## src/rtl/fpu_request_arbiter.sv

```systemverilog
// Round-robin arbiter that shares one fixed-point unit between two requesters,
// holding the unit's inputs steady and buffering one response with a ready timeout.
module fpu_request_arbiter #(
  parameter int WIDTH   = 32,
  parameter int TIMEOUT = 64
) (
  input  logic             clk,
  input  logic             reset,
  input  logic [1:0]       req_valid,
  output logic [1:0]       req_ready,
  input  logic [1:0]       req0_op,
  input  logic [1:0]       req1_op,
  input  logic [WIDTH-1:0] req0_a,
  input  logic [WIDTH-1:0] req0_b,
  input  logic [WIDTH-1:0] req1_a,
  input  logic [WIDTH-1:0] req1_b,
  output logic [WIDTH-1:0] fpu_operand_1,
  output logic [WIDTH-1:0] fpu_operand_2,
  output logic [1:0]       fpu_operation,
  input  logic [WIDTH-1:0] fpu_result,
  input  logic             fpu_ready,
  output logic             resp_valid,
  input  logic             resp_ready,
  output logic             resp_id,
  output logic [WIDTH-1:0] resp_data,
  output logic             resp_err
);

  typedef enum logic [1:0] {IDLE, ISSUE, WAIT, RESP} state_t;

  state_t           state_reg, state_next;
  logic             prio_reg, prio_next;   // requester that wins the next tie
  logic [7:0]       count_reg, count_next;
  logic [1:0]       op_reg, op_next;
  logic [WIDTH-1:0] a_reg, a_next;
  logic [WIDTH-1:0] b_reg, b_next;
  logic             id_reg, id_next;
  logic [WIDTH-1:0] data_reg, data_next;
  logic             err_reg, err_next;
  logic             grant_id;
  logic [1:0]       grant_onehot;

  assign grant_id     = (req_valid == 2'b11) ? prio_reg : req_valid[1];
  assign grant_onehot = grant_id ? 2'b10 : 2'b01;

  always_ff @(posedge clk or posedge reset) begin
    if (reset) begin
      state_reg <= IDLE;
      prio_reg  <= 1'b0;
      count_reg <= '0;
      op_reg    <= '0;
      a_reg     <= '0;
      b_reg     <= '0;
      id_reg    <= 1'b0;
      data_reg  <= '0;
      err_reg   <= 1'b0;
    end else begin
      state_reg <= state_next;
      prio_reg  <= prio_next;
      count_reg <= count_next;
      op_reg    <= op_next;
      a_reg     <= a_next;
      b_reg     <= b_next;
      id_reg    <= id_next;
      data_reg  <= data_next;
      err_reg   <= err_next;
    end
  end

  always_comb begin
    state_next = state_reg;
    prio_next  = prio_reg;
    count_next = count_reg;
    op_next    = op_reg;
    a_next     = a_reg;
    b_next     = b_reg;
    id_next    = id_reg;
    data_next  = data_reg;
    err_next   = err_reg;
    req_ready  = 2'b00;
    case (state_reg)
      IDLE: begin
        if (|req_valid) begin
          // reset gating keeps req_ready low while the block is held in reset
          req_ready  = reset ? 2'b00 : grant_onehot;
          op_next    = grant_id ? req1_op : req0_op;
          a_next     = grant_id ? req1_a : req0_a;
          b_next     = grant_id ? req1_b : req0_b;
          id_next    = grant_id;
          prio_next  = ~grant_id;
          state_next = ISSUE;
        end
      end
      ISSUE: begin
        // fpu_ready here belongs to the previous operation and is ignored
        count_next = '0;
        state_next = WAIT;
      end
      WAIT: begin
        if (fpu_ready) begin
          data_next  = fpu_result;
          err_next   = 1'b0;
          state_next = RESP;
        end else if (count_reg == 8'(TIMEOUT - 1)) begin
          data_next  = '0;
          err_next   = 1'b1;
          state_next = RESP;
        end else begin
          count_next = count_reg + 8'd1;
        end
      end
      RESP: begin
        if (resp_ready) state_next = IDLE;
      end
      default: state_next = IDLE;
    endcase
  end

  assign resp_valid    = (state_reg == RESP);
  assign resp_id       = id_reg;
  assign resp_data     = data_reg;
  assign resp_err      = err_reg;
  assign fpu_operation = op_reg;
  assign fpu_operand_1 = a_reg;
  assign fpu_operand_2 = b_reg;

endmodule

```

## config.mk

```make
export PLATFORM = sky130hd
export DESIGN_NAME = fpu_request_arbiter
export DESIGN_NICKNAME = d
export VERILOG_FILES = /design/src/rtl/fpu_request_arbiter.sv
export SDC_FILE = /design/constraint.sdc
export NUM_CORES = 1
export LEC_CHECK = 0
export ABC_AREA = 0
export BUFFER_PORTS_ARGS = -buffer_cell sky130_fd_sc_hd__buf_4
export CAP_MARGIN = 20
export CORE_AREA = 2 2 105 107
export DETAILED_ROUTE_END_ITERATION = 7
export DIE_AREA = 0 0 107 109
export PLACE_DENSITY = 0.78
export SLEW_MARGIN = 10
export SYNTH_ARGS = -nofsm -noshare
export SYNTH_HDL_FRONTEND = slang
export SYNTH_SLANG_ARGS = --single-unit
export TNS_END_PERCENT = 20
```

## constraint.sdc

```tcl
create_clock -name clk -period 7.9 [get_ports clk]
set_input_delay 1.58 -clock clk [delete_from_list [all_inputs] [get_ports clk]]
set_output_delay 1.58 -clock clk [all_outputs]
set_load 0.01 [all_outputs]
```

==> impl_metrics.toml, run 1 <==
[status]
outcome = "finished with violations"
violations = "design-rule violations"

[yosys]
synth_edf_count = 0
ys_warn_count = 0
synth.avg_cell_area_um2 = 12.1
synth_top_area_frac = 0.614
ys_ff_latch = 111
ys_seq_area_frac = 0.614
yosys.area.top_type = "dfrtp_1"
ys_types = 30
syn_area_um2 = 4520
synthCells = 373
syn_nets = 549
synthTopCellsByArea = "dfrtp_1 61%, a222oi_1 15%, a22o_1 6.2%"
synth_flop_cell = "dfrtp_1"
synth_async_sr_flop_share = 1.00

[grt]
grt_pass1_wl_um = 20100
first_global_vias = 4116
overflow = 0
grt_max_degree = 86
antenna_found_initial = 0
grtUsageTotal = 0.221

[sta]
fmax_mhz = 228
max_slew.worst_pin.slew_ns = 1.09
post-route-period-util = 0.556
grt_setup_unrepaired = "no"
slew_headroom = 0.266
final_hold_viol_count = 0
slew_viol_final = 0
finalSetupViolCount = 0
skew_ns = 0.0146
setup_tns_ns = 0
finalCriticalPeriod_ns = 4.39

[clock_tree]
cts_root_buf = "clkbuf_8"
cts_tree = "built"
cts_sinks = 111
hold_buffers = 0
cts_resized = 0
cts_setup_buffers = 0
ctsHtreeMaxLevel = 3
clk_pin_slew_ns = 0.09
clk_latency_ns = 0.38
cts_made_buffers = 9
clockBufferDepth = 2

[worst_setup_path]
slowest_stage = "buf_4"
regToRegSetupSlack_ns = 5.56
endpoint = "req_ready[1]"
setup.worst_path.start = "req_valid[1]"
crit_arrival_ns = 2.81
crit_chain = "buf_4 > nand2_1 > a21oi_4 > buf_4 > and2_1 > buf_4"
path_buf_inv = 3
cp_top_family = "buffers and inverters"
endpoint_kind = "primary output"
worst_r2r_startpoint = "count_reg[0]$_DFFE_PP0P_"
cp_slowest_stage_delay_ns = 0.53
cp_common_cell = "buf_4"
crit_type = "in -> out"
critPathRequiredTime_ns = 6.32
r2r-end = "count_reg[2]$_DFFE_PP0P_"
start_kind = "input pin"
crit_fanout = 68
cp.depth = 6
rr_worst_depth = 5

[final_layout]
final_common_cell = "buf_4"
final_cell_mix = "277 x buf_4, 111 x dfrtp_1, 71 x inv_1"
n_fill_cell = 804
area_delta_synth_final_pct = 53.8
n_antenna_cell = 0
layout.nets = 809
drive_gt1_frac = 0.473
final_util = 0.656

[flow_run]
drv_cap = 0

[floorplan]
num_rows = 38
fp.dieH_um = 109
start_util = 0.427
die_width_um = 107
core_um2 = 10600
ioPinCount = 273
die_area_um2 = 11700

[detailed_routing]
ant_nets = 0
wl_per_cell_um = 17.0
drc = 3
wl_um = 13200
routed_via_density = 5.41
detail_route.iter0.violations = 545
vias = 4206
firstDrtPassIters = 8

[min_path]
min_path_type = "reg -> reg"

[power]
cellPowerDensity_nw_per_um2 = 356
p_leak_nw = 3.89
vdd_drop_max_v = 0.000208

[placed_design]
portBuffers = 272
place_congestion = 0.809
dpl.hpwl_um = 9550
synth_stat cells (4+ instances only):
cell and count:
and2_1 4, nand3_1 4, nor3_1 4, nor2_1 4, a22o_1 32, nand2_1 5, clkbuf_1 26, and3_1 4
a222oi_1 66, a211o_1 5, dfrtp_1 111, a21oi_1 4, inv_1 72, ha_1 6
how the worst min path moves through the flow:
stage                     cells after the start  slack, ns                     startpoint                       endpoint
after global routing                          2       0.51  fpu_operand_2[18]$_DFFE_PP0P_  fpu_operand_2[18]$_DFFE_PP0P_
after floorplan                               1       0.47           prio_reg$_DFFE_PP0P_           prio_reg$_DFFE_PP0P_
after global placement                        1       0.46            resp_id$_DFFE_PP0P_            resp_id$_DFFE_PP0P_
after CTS                                     1       0.49            resp_id$_DFFE_PP0P_            resp_id$_DFFE_PP0P_
final                                         1       0.48            resp_id$_DFFE_PP0P_            resp_id$_DFFE_PP0P_
after detailed placement                      1       0.47            resp_id$_DFFE_PP0P_            resp_id$_DFFE_PP0P_
metal layers:
metal  routed length (µm)  share of wire  vias to the layer above  global-route usage
met3                  836          0.063                       18              0.0377
met5                    0              0                        -                   0
li1                     -              -                     1926                   -
met1                 5210           0.39                     2068               0.285
met4                  284          0.021                        0              0.0881
met2                 6900           0.52                      194               0.373
final cells by class:
class,count,area [µm²],share of cell area
sequential,111,2780,0.399
clock inverter,5,57.6,0.00827
timing repair buffer,279,2130,0.307
inverter,72,273,0.0392
clock buffer,11,141,0.0203
multi-input combinational,160,1400,0.201
tap,140,175,0.0252
kinds of logic after synthesis:
family                   count (synthesis)  synth area share
AO/OA/AOI/OAI                          117             0.237
flip-flops                             111             0.614
AND/OR/NAND/NOR                         35            0.0423
multiplexers                             2           0.00553
buffers and inverters                  102            0.0849
adder cells (fa/ha/maj)                  6            0.0166
report_power, final:
part           leakage [nW]  total [W]  switching [W]  internal [W]
registers              1.40   0.000984       0.000163      0.000821
logic                  2.40    0.00115       0.000548      0.000605
clock network        0.0916   0.000338       0.000184      0.000155
metrics by stage:
stage	area (µm²)	instances	hold WS [ns]	total power [W]	setup slack, ns
detailed placement	6700	760	0.467	0.00214	3.50
CTS	6900	776	0.489	0.00249	3.50
global placement	6700	760	0.461	0.00210	3.53
global route	6960	778	0.514	0.00264	3.43
floorplan	4520	373	0.472	0.00155	2.02
finish	6960	778	0.484	0.00248	3.51
Power figures use the tool's default switching activity.
==> run 2, diff against run 1 <==
Settings changed: ABC_AREA 0 to 1, CORE_AREA 2 2 105 107 to not set, CORE_UTILIZATION set to 40, DIE_AREA 0 0 107 109 to not set, PLACE_DENSITY 0.78 to 0.74.
Clock period 7.9 ns to 3.6 ns, I/O delays scaled along.
==> run 2 against run 1 <==
- the flow still finishes with violations (design-rule violations)
- count of clock-buffer cells in the layout rose by 2
- clock power rose to 3.0 times the previous value
- total power rose by 130%
- die area rose by 8.2%
- combinational power rose by 130%
- sequential power rose by 120%
- non-clock buffer count fell by 2
- global-route usage rose by 2.2 points
- cell count rose by 31%
- cell area rose by 5.4%
- hold slack got worse by 0.060 ns
- critical endpoint unchanged
- largest cell class unchanged
==> impl_metrics.toml, run 2 <==
[sta]
finalSetupViolCount = 0
max_slew.worst_pin.slew_ns = 0.931
final_hold_viol_count = 0
fmax_mhz = 412
post-route-period-util = 0.675
setup_tns_ns = 0
grt_setup_unrepaired = "no"
slew_viol_final = 0
slew_headroom = 0.379
hold_slack_ns = 0.424
finalCriticalPeriod_ns = 2.43
skew_ns = 0.00514

[power]
cellPowerDensity_nw_per_um2 = 790
p_leak_nw = 4.05
vdd_drop_max_v = 0.000426

[yosys]
synth_most_common_cell = "nand2_1"
yosys.area.top_type = "dfrtp_1"
synth.avg_cell_area_um2 = 7.99
ys_seq_area_frac = 0.571
ys_types = 20
syn_area_um2 = 4870
ys_warn_count = 0
synth_edf_count = 0
synth_common_cells = "336 x nand2_1, 111 x dfrtp_1, 81 x nand3_1"
synth_async_sr_flop_share = 1.00
synthCells = 609
synthTopCellsByArea = "dfrtp_1 57%, nand2_1 26%, nand3_1 8.3%"
synth_flop_cell = "dfrtp_1"
ys_ff_latch = 111
syn_nets = 785
synth_top_area_frac = 0.571

[grt]
antenna_found_initial = 0
grt_max_degree = 68
grtUsageTotal = 0.242
grt_pass1_wl_um = 24000
first_global_vias = 4895
overflow = 0

[detailed_routing]
vias = 4890
detail_route.iter0.violations = 345
wl_per_cell_um = 14.5
firstDrtPassIters = 6
drc = 20
ant_nets = 0
routed_via_density = 4.81
wl_um = 14800

[worst_setup_path]
endpoint_kind = "primary output"
crit_fanout = 4
crit_type = "reg -> out"
crit_arrival_ns = 1.71
r2r-end = "fpu_operand_2[31]$_DFFE_PP0P_"
worst_r2r_startpoint = "state_reg[0]$_DFFE_PP0P_"
regToRegSetupSlack_ns = 1.61
rr_worst_depth = 7
start_kind = "flip-flop"
critPathRequiredTime_ns = 2.88

[final_layout]
n_fill_cell = 1026
fin_area_um2 = 7340
drive_gt1_frac = 0.343
final_common_cell = "nand2_1"
ff_latch_area_um2 = 2780
n_antenna_cell = 0
final_util = 0.629
layout.nets = 1045
area_delta_synth_final_pct = 50.7
final_cell_mix = "336 x nand2_1, 275 x buf_4, 111 x dfrtp_1"
instances_no_fill = 1017
multi_input_area_um2 = 1870

[flow_run]
drv_cap = 0

[floorplan]
fp.dieH_um = 112
ioPinCount = 273
die_area_um2 = 12600
num_rows = 39
core_um2 = 11700
die_width_um = 112
start_util = 0.417

[status]
violations = "design-rule violations"
outcome = "finished with violations"

[placed_design]
dpl.hpwl_um = 10800
place_inst = 1000
place_area_um2 = 7010
place_congestion = 0.841
portBuffers = 272

[clock_tree]
hold_buffers = 0
ctsHtreeMaxLevel = 3
cts_root_buf = "clkbuf_16"
clockBufferDepth = 2
clk_latency_ns = 0.35
cts_sinks = 111
cts_made_buffers = 9
clk_pin_slew_ns = 0.07
cts_setup_buffers = 0
cts_tree = "built"
cts_resized = 0

[min_path]
min_path_type = "in -> async"
-- run 2: changes by cell type after synthesis, moves of 5 or more --
cell and delta:
nand3_1 +77, a211o_1 -5, a222oi_1 -66, nor2_1 +8, buf_2 +17, a22o_1 -32
inv_1 -51, nand2_1 +331, clkbuf_1 -21
-- run 2: cell families after synthesis --
group | count (synthesis) | share of synthesized area
adder cells (fa/ha/maj) | 6 | 0.0154
flip-flops | 111 | 0.571
AND/OR/NAND/NOR | 433 | 0.357
XOR/XNOR | 1 | 0.00180
buffers and inverters | 51 | 0.0470
AO/OA/AOI/OAI | 7 | 0.00848
-- run 2: metal layers --
layer	track usage	part of all wire	up-vias
met5	0	0	-
met4	0.0907	0.020	0
met3	0.0572	0.080	23
met2	0.424	0.52	182
met1	0.290	0.39	2278
li1	-	-	2407
-- run 2: cell type report --
class                      instances  share of cell area
sequential                       111               0.379
timing repair buffer             277               0.287
multi-input combinational        447               0.256
clock inverter                     3             0.00546
clock buffer                      13              0.0368
tap                              143              0.0244
inverter                          23              0.0123
-- run 2: where the power goes --
group / total, W / switching, W / leakage, nW / internal, W
registers: 0.00215 / 0.000329 / 1.38 / 0.00183
logic: 0.00261 / 0.00139 / 2.52 / 0.00122
clock network: 0.00103 / 0.000436 / 0.156 / 0.000595
total: 0.00580 / 0.00216 / 4.05 / 0.00364
-- run 2: how the worst max path moves through the flow --
stage                                   end                     start  slack [ns]  depth (start not counted)
6_report                       req_ready[1]  state_reg[0]$_DFFE_PP0P_        1.17                          7
5_1_grt                        req_ready[1]  state_reg[0]$_DFFE_PP0P_        1.06                          7
4_1_cts                        req_ready[1]  state_reg[0]$_DFFE_PP0P_        1.16                          7
3_5_place_dp   fpu_operand_2[2]$_DFFE_PP0P_              req_valid[0]        1.29                          7
3_3_place_gp   fpu_operand_2[2]$_DFFE_PP0P_              req_valid[0]        1.31                          7
2_1_floorplan                  req_ready[1]              req_valid[0]        1.40                          7
-- run 2: through the flow --
step | setup WS [ns] | total power, W
final | 1.17 | 0.00580
after global routing | 1.06 | 0.00624
after CTS | 1.16 | 0.00585
after detailed placement | 1.29 | 0.00479
after global placement | 1.31 | 0.00470
after floorplan | 1.40 | 0.00347
-- run 2: critical path: stages, from the launching register on --
cell	delay, ns
dfrtp_1	0.43
inv_1	0.12
ha_1	0.29
inv_1	0.11
nor2_4	0.12
inv_1	0.06
nor2_1	0.10
buf_4	0.13
